--- config.mk ---
export PLATFORM = sky130hd
export DESIGN_NAME = interrupt_ack_sequencer
export DESIGN_NICKNAME = d
export VERILOG_FILES = /design/src/rtl/interrupt_ack_sequencer.sv
export SDC_FILE = /design/constraint.sdc
export NUM_CORES = 1
export LEC_CHECK = 0
export ABC_AREA = 1
export CAP_MARGIN = 20
export CORE_ASPECT_RATIO = 0.9
export CORE_MARGIN = 2
export CORE_UTILIZATION = 40
export CTS_BUF_LIST = sky130_fd_sc_hd__clkbuf_8
export DETAILED_ROUTE_END_ITERATION = 10
export RECOVER_POWER = 50
export SETUP_SLACK_MARGIN = 0.02
export SLEW_MARGIN = 20
export SYNTH_ARGS = -nofsm -noshare
export SYNTH_HDL_FRONTEND = slang
export SYNTH_SLANG_ARGS = --single-unit
--- constraint.sdc ---
create_clock -name clock -period 4.8 [get_ports clock]
set_clock_uncertainty 0.05 [all_clocks]
set_input_delay 0.96 -clock clock [delete_from_list [all_inputs] [get_ports clock]]
set_output_delay 0.96 -clock clock [all_outputs]
set_load 0.01 [all_outputs]
--- src/rtl/interrupt_ack_sequencer.sv ---
// PIC interrupt service sequencer: raises INT, tracks the two-pulse INTA handshake,
// owns the ISR and priority rotation, handles EOI. Optional automatic EOI: PIC_AUTO_EOI_EN.
module interrupt_ack_sequencer #(
  parameter logic [2:0] RESET_ROTATE = 3'd7
) (
  input  logic       clock,
  input  logic       reset,
  input  logic [7:0] interrupt,
  input  logic       interrupt_acknowledge_n,
  input  logic       end_of_interrupt,
  input  logic       eoi_specific,
  input  logic [2:0] eoi_level,
  input  logic       rotate_on_eoi,
  input  logic [4:0] vector_base,
  output logic       int_out,
  output logic [7:0] in_service_register,
  output logic [2:0] priority_rotate,
  output logic [7:0] vector_out,
  output logic       vector_valid
);

  typedef enum logic [1:0] {IDLE, PENDING, ACK1, ACK2} state_e;

  state_e     state_q, state_d;
  logic       int_q, int_d;
  logic [7:0] isr_q, isr_d;
  logic [2:0] rot_q, rot_d;
  logic [7:0] vec_q, vec_d;
  logic       vvalid_q, vvalid_d;
  logic [2:0] ack_q, ack_d;
  logic       spur_q, spur_d;
  logic       inta_prev_q;

  logic       fall, rise;
  logic [2:0] req_level;
  logic       eoi_found;
  logic [2:0] eoi_hi_level;
  logic [2:0] cand;
  logic [7:0] set_mask, clr_mask;

  assign fall = inta_prev_q & ~interrupt_acknowledge_n;
  assign rise = ~inta_prev_q & interrupt_acknowledge_n;

  always_comb begin
    req_level = 3'd0;
    for (int i = 7; i >= 0; i--) begin
      if (interrupt[i]) req_level = 3'(i);
    end
  end

  // Highest-priority in-service level, evaluated on the pre-update ISR.
  always_comb begin
    eoi_found    = 1'b0;
    eoi_hi_level = 3'd0;
    cand         = 3'd0;
    for (int k = 1; k <= 8; k++) begin
      cand = rot_q + 3'(k);
      if (!eoi_found && isr_q[cand]) begin
        eoi_found    = 1'b1;
        eoi_hi_level = cand;
      end
    end
  end

  always_comb begin
    state_d  = state_q;
    int_d    = int_q;
    rot_d    = rot_q;
    vec_d    = vec_q;
    vvalid_d = vvalid_q;
    ack_d    = ack_q;
    spur_d   = spur_q;
    set_mask = 8'h00;
    clr_mask = 8'h00;

    case (state_q)
      IDLE: begin
        if (|interrupt) begin
          int_d   = 1'b1;
          state_d = PENDING;
        end
      end
      PENDING: begin
        if (fall) begin
          int_d = 1'b0;
          if (|interrupt) begin
            ack_d               = req_level;
            set_mask[req_level] = 1'b1;
            spur_d              = 1'b0;
          end else begin
            ack_d  = 3'd7;
            spur_d = 1'b1;
          end
          state_d = ACK1;
        end
      end
      ACK1: begin
        if (fall) begin
          vec_d    = {vector_base, ack_q};
          vvalid_d = 1'b1;
          state_d  = ACK2;
        end
      end
      ACK2: begin
        if (rise) begin
          vvalid_d = 1'b0;
          state_d  = IDLE;
`ifdef PIC_AUTO_EOI_EN
          if (!spur_q) begin
            clr_mask[ack_q] = 1'b1;
            if (rotate_on_eoi) rot_d = ack_q;
          end
`endif
        end
      end
      default: state_d = IDLE;
    endcase

    // An explicit EOI takes precedence over the automatic one for rotation.
    if (end_of_interrupt) begin
      if (eoi_specific) begin
        clr_mask[eoi_level] = 1'b1;
        if (rotate_on_eoi) rot_d = eoi_level;
      end else if (eoi_found) begin
        clr_mask[eoi_hi_level] = 1'b1;
        if (rotate_on_eoi) rot_d = eoi_hi_level;
      end
    end

    isr_d = (isr_q & ~clr_mask) | set_mask;
  end

  always_ff @(posedge clock or posedge reset) begin
    if (reset) begin
      state_q     <= IDLE;
      int_q       <= 1'b0;
      isr_q       <= 8'h00;
      rot_q       <= RESET_ROTATE;
      vec_q       <= 8'h00;
      vvalid_q    <= 1'b0;
      ack_q       <= 3'd0;
      spur_q      <= 1'b0;
      inta_prev_q <= 1'b1;
    end else begin
      state_q     <= state_d;
      int_q       <= int_d;
      isr_q       <= isr_d;
      rot_q       <= rot_d;
      vec_q       <= vec_d;
      vvalid_q    <= vvalid_d;
      ack_q       <= ack_d;
      spur_q      <= spur_d;
      inta_prev_q <= interrupt_acknowledge_n;
    end
  end

  assign int_out             = int_q;
  assign in_service_register = isr_q;
  assign priority_rotate     = rot_q;
  assign vector_out          = vec_q;
  assign vector_valid        = vvalid_q;

endmodule

==> results.toml, run 1 <==
[finish]
nFillCells = 538
regArea_sq_um = 680.7
fin_area_sq_um = 2745
layout.nets = 404
antenna_cells = 0
syn2layout_area_growth_pct = 22.43
multiInputGateArea_sq_um = 1350
drive_above_1_share = 0.09893

[outcome]
status = "completed"

[logic_synthesis]
synth_nets = 363
yosysWarnings = 0
synth_seq_cells = 27
synth.most_common_cell = "nand2_1"
netlist-cell-type-count = 35
syn_avg_cell_area_sq_um = 6.713
yosysSeqAreaShare = 0.3036
synth_top_flop_cell = "dfrtp_1"
async_flop_share = 1.000
synth_common_cells = "nand2_1 (106), inv_1 (36), nand3_1 (36)"
synth_top_cell_by_area = "dfrtp_1"
synth_edf_count = 0
ys_top_cells_by_area = "dfrtp_1 (26%), nand2_1 (18%), nand3_1 (8.0%)"
syn-cell-area_sq_um = 2242
synth_top_area_share = 0.2567
netlist_instances = 334

[clocking]
cts_tree = "done"
cts_hold_buffers = 0
cts_made_buffers = 3
ctsResizeCount = 0
cts-root-buf = "clkbuf_8"
cts.sinks = 27
cts_buffer_depth = 2
htreeDepth = 1
cts_setup_buffers = 0
insertion_delay_ps = 280
clk_pin_slew_ps = 90

[critical_path]
crit_arrival_ps = 3230
required_ps = 4930
cp-end-kind = "register"
cp-start-kind = "register"
cp_max_fo = 11
critPathKind = "register to register"

[die]
ios = 43
fp.dieH_microns = 75.03
die_w_microns = 82.92
core_sq_um = 5318
die_area_sq_um = 6221
start_util = 0.4216
rows = 25

[routing]
drtPass1Iterations = 5
viasPerCell = 5.098
vias = 2248
route.detailed.drc = 0
wl_per_cell_microns = 13.39
drtIter0Drc = 177
drtAntennaViolNets = 0
finalWirelength_microns = 5903

[global_routing]
grt.overflow.total = 0
grt_first_pass_wirelength_microns = 9694
grt_pass1_vias = 2021
grt_max_degree = 28
track_usage = 0.1944
grt_antenna_before_repair = 0

[timing]
setup_slack_ps = 1701
slew_violations = 0
post-route-period-util = 0.6457
setup_viol = 0
fmax_mhz = 322.6
hold_viol = 0
tns_ps = 0
timing.slew.headroom = 0.3001
min_period_ps = 3100
rsz0062_at_grt = "no"
tightest_slew_ps = 1049

[power]
power_density_nw_per_um2 = 819.0
leakagePower_nw = 1.322
ir_worst_vdd_mv = 0.3092
p_total_w = 0.002248

[placement]
preCtsSetupSlack_ps = 1729
dpl.hpwl_microns = 4842
port_buffers = 42
gp_congestion = 1.003
place_area_sq_um = 2696

[flow_run]
maxCapViolations = 0

[min_path]
hold_class = "register to register"
-- layout make-up --
class,count,area share
Multi-Input combinational cell,258,0.4918
Sequential cell,27,0.2479
Timing Repair Buffer,42,0.1531
Inverter,43,0.05880
Tap cell,67,0.03054
Clock buffer,3,0.01504
Clock inverter,1,0.002735
-- per-stage QoR --
step	hold WS [ps]	util	cells
floorplan	428.1	-	334
global placement	420.9	0.5071	437
detailed placement	428.6	0.5071	437
CTS	453.6	0.5162	441
global route	476.1	0.5162	441
finish	444.4	0.5162	441
-- logic make-up after synthesis --
logic type	Yosys count	share of synthesized area
simple gates	205	0.4185
flops	27	0.3036
buf+inv	49	0.09430
xor+xnor	2	0.01953
compound gates	39	0.09990
fa+ha+maj	7	0.03906
mux	5	0.02511
-- final timing paths --
kind / from / to / slack [ps] / cells past startpoint
max reg2reg: priority_rotate[1] / priority_rotate[1] / 1700 / 13
min reg2reg: int_out / int_out / 440 / 2
max in group asynchronous: reset / int_out / 2740 / 2
min: int_out / int_out / 440 / 2
min in group asynchronous: reset / in_service_register[3] / 1300 / 2
max: priority_rotate[1] / priority_rotate[1] / 1700 / 13
-- worst max-delay path: stages, from the launching register on --
cell and delay (ps):
dfstp_2 700, inv_1 190, ha_1 430, inv_2 130
nand3_1 130, nand2_1 110, nand2_1 50, nand2_1 160
nand4_4 170, nor4_1 380, nand2_1 90, nand3_1 100
inv_1 90, o22ai_1 220
-- report_power, final --
part / internal (W) / switching (W) / total (W)
Sequential: 0.000329 / 0.000104 / 0.000433
Combinational: 0.000604 / 0.00107 / 0.00168
Clock: 0.0000591 / 0.0000767 / 0.000136
Total: 0.000993 / 0.00126 / 0.00225
-- state kept, by name, indices dropped and copies added, names as in the netlist --
signal               count
inta_prev_q              1
ack_q                    3
vector_valid             1
int_out                  1
priority_rotate          3
vector_out               8
state_q                  2
in_service_register      8
-- placed cells by master, fill, tap and decap left out, types with 2 or more instances in the layout --
master and n:
dfstp_2 4, ha_1 7, nand2_1 106, nand2_2 2, nor3_1 5, dlygate4sd3_1 8
inv_2 6, mux2_2 5, nand4_1 8, nand3_1 36, inv_1 36, nand3_2 6
nor2_4 3, o21ai_1 2, clkdlybuf4s50_1 34, nor2_1 34, clkbuf_8 3, o21bai_1 6
o21ai_0 18, dfrtp_1 23, a21oi_1 8
-- layer usage --
| layer | routed length [microns] | share of wire | track usage |
|---|---|---|---|
| met1 | 2974 | 0.50 | 0.2815 |
| met2 | 2613 | 0.44 | 0.3118 |
| met3 | 311 | 0.053 | 0.03947 |
| met4 | 4 | 0.00068 | 0.02732 |
| met5 | 0 | 0 | 0 |
No activity file was read; power rests on OpenSTA's default activity.
==> inputs of run 2 (changes only) <==
==> constraint.sdc (replaced) <==
create_clock -name clock -period 3.2 [get_ports clock]
set_clock_uncertainty 0.05 [all_clocks]
set_input_delay 0.64 -clock clock [delete_from_list [all_inputs] [get_ports clock]]
set_output_delay 0.64 -clock clock [all_outputs]
set_load 0.01 [all_outputs]
==> run 2 against run 1 <==
  * Fmax up 11%
  * Critical path depth up 6
  * Wire length down 0.64%
  * Setup slack worse by 1300 ps
  * Clock power up 54%
  * Critical path type unchanged
  * Largest cell class unchanged
==> results.toml, run 2 (synthesis gave the netlist of run 1 again) <==
[outcome]
status = "completed"

[finish]
fin_area_sq_um = 2773
antenna_cells = 0
drive_above_1_share = 0.1058
syn2layout_area_growth_pct = 23.66
layout.nets = 408
final_cell_mix = "nand2_1 (106), inv_1 (36), nand3_1 (36), clkdlybuf4s50_1 (35), nor2_1 (34)"
layout_commonest_cell = "nand2_1"
nFillCells = 553
stdcell_count = 445

[timing]
slew_violations = 0
min_period_ps = 2804
setup_viol = 0
worst_hold_slack_ps = 445.1
tns_ps = 0
post-route-period-util = 0.8763
rsz0062_at_grt = "no"
fmax_mhz = 356.6
hold_viol = 0
timing.slew.headroom = 0.01682
tightest_slew_ps = 1475

[global_routing]
grt_pass1_vias = 2058
grt_use_met2 = 0.3289
grt_antenna_before_repair = 0
grt.overflow.total = 0
grt_max_degree = 28
grt_util_met3 = 0.03070
top_usage_layer = "met2"
grt_util_met1 = 0.2834
track_usage = 0.1956
grt_first_pass_wirelength_microns = 9832

[routing]
vias = 2250
viasPerCell = 5.056
drtAntennaViolNets = 0
drtPass1Iterations = 5
route.detailed.drc = 0
wl_per_cell_microns = 13.18
drtIter0Drc = 142
finalWirelength_microns = 5865

[placement]
place_area_sq_um = 2726
port_buffers = 42
dp.cells = 441
dpl.hpwl_microns = 4805
gp_congestion = 0.9105

[power]
leakagePower_nw = 1.339
p_total_w = 0.003407
power_density_nw_per_um2 = 1229
ir_worst_vdd_mv = 0.5509

[min_path]
hold_class = "register to register"

[critical_path]
cp-end-kind = "register"
path_common_cell = "nand2_1"
required_ps = 3330
critPathKind = "register to register"
cpPeakStageDelay_ps = 550
crit_chain = "inv_2 > ha_1 > inv_2 > nand3_1 > nand3_2 > nand2_4 > inv_1 > nand3_1 > nand2_1 > nor2_1 > nand3_1 > nor2_1 > nand3_2 > nor2_1 > nand2_1 > nand2_1 > nand2_1 > nand2_1 > nand2_1"
crit_arrival_ps = 2940
slowest_stage = "dfstp_2"
cp-start-kind = "register"
r2r_slack_ps = 400
cp_max_fo = 12

[die]
core_sq_um = 5318
ios = 43
start_util = 0.4216
fp.dieH_microns = 75.03
die_area_sq_um = 6221
rows = 25
die_w_microns = 82.92

[clocking]
clk_pin_slew_ps = 110
cts_setup_buffers = 0
htreeDepth = 1
cts_buffer_depth = 2
cts_tree = "done"
cts.sinks = 27
cts_hold_buffers = 0
cts_made_buffers = 3
insertion_delay_ps = 280
ctsResizeCount = 0
cts-root-buf = "clkbuf_8"

[flow_run]
maxCapViolations = 0
## run 2: cell count changes in the layout (fill, tap and decap cells not counted)
cell	previous run	this run
buf_4	0	3
dlygate4sd3_1	8	7
clkdlybuf4s50_1	34	35
clkinvlp_4	1	0
inv_6	0	1
clkbuf_1	0	1
## run 2: layout make-up
class | instances | area [sq um] | area share
Inverter | 43 | 161.4 | 0.05821
Multi-Input combinational cell | 258 | 1350 | 0.4869
Timing Repair Buffer | 46 | 446.7 | 0.1611
Sequential cell | 27 | 680.7 | 0.2455
Clock buffer | 3 | 41.29 | 0.01489
Tap cell | 67 | 83.83 | 0.03023
Clock inverter | 1 | 8.758 | 0.003159
## run 2: final timing paths
path,from,end,depth (start not counted)
max,priority_rotate[0],in_service_register[1],19
min,int_out,int_out,2
max reg2reg,priority_rotate[0],in_service_register[1],19
min reg2reg,int_out,int_out,2
max in group asynchronous,reset,ack_q[2],3
min in group asynchronous,reset,ack_q[0],3
## run 2: per-stage QoR
step                  util  setup slack (ps)
finish              0.5214             395.7
CTS                 0.5221             398.4
detailed placement  0.5127             415.2
global route        0.5214             125.0
floorplan                -             506.7
global placement    0.5127             387.9
## run 2: worst max-delay path: cells and delay by family, from the launching register on
kind / cells / cell delay, ps
buf+inv: 3 / 260
simple gates: 15 / 1370
fa+ha+maj: 1 / 470
flops: 1 / 550
## run 2: power by group
part | internal [W] | switching [W]
clock network | 0.0000915 | 0.000117
logic | 0.000933 | 0.00166
registers | 0.000492 | 0.000113
## run 2: routing by layer
layer / part of all wire / routed length, microns
met4: 0 / 0
met1: 0.51 / 3014
met5: 0 / 0
met3: 0.039 / 231
met2: 0.45 / 2619
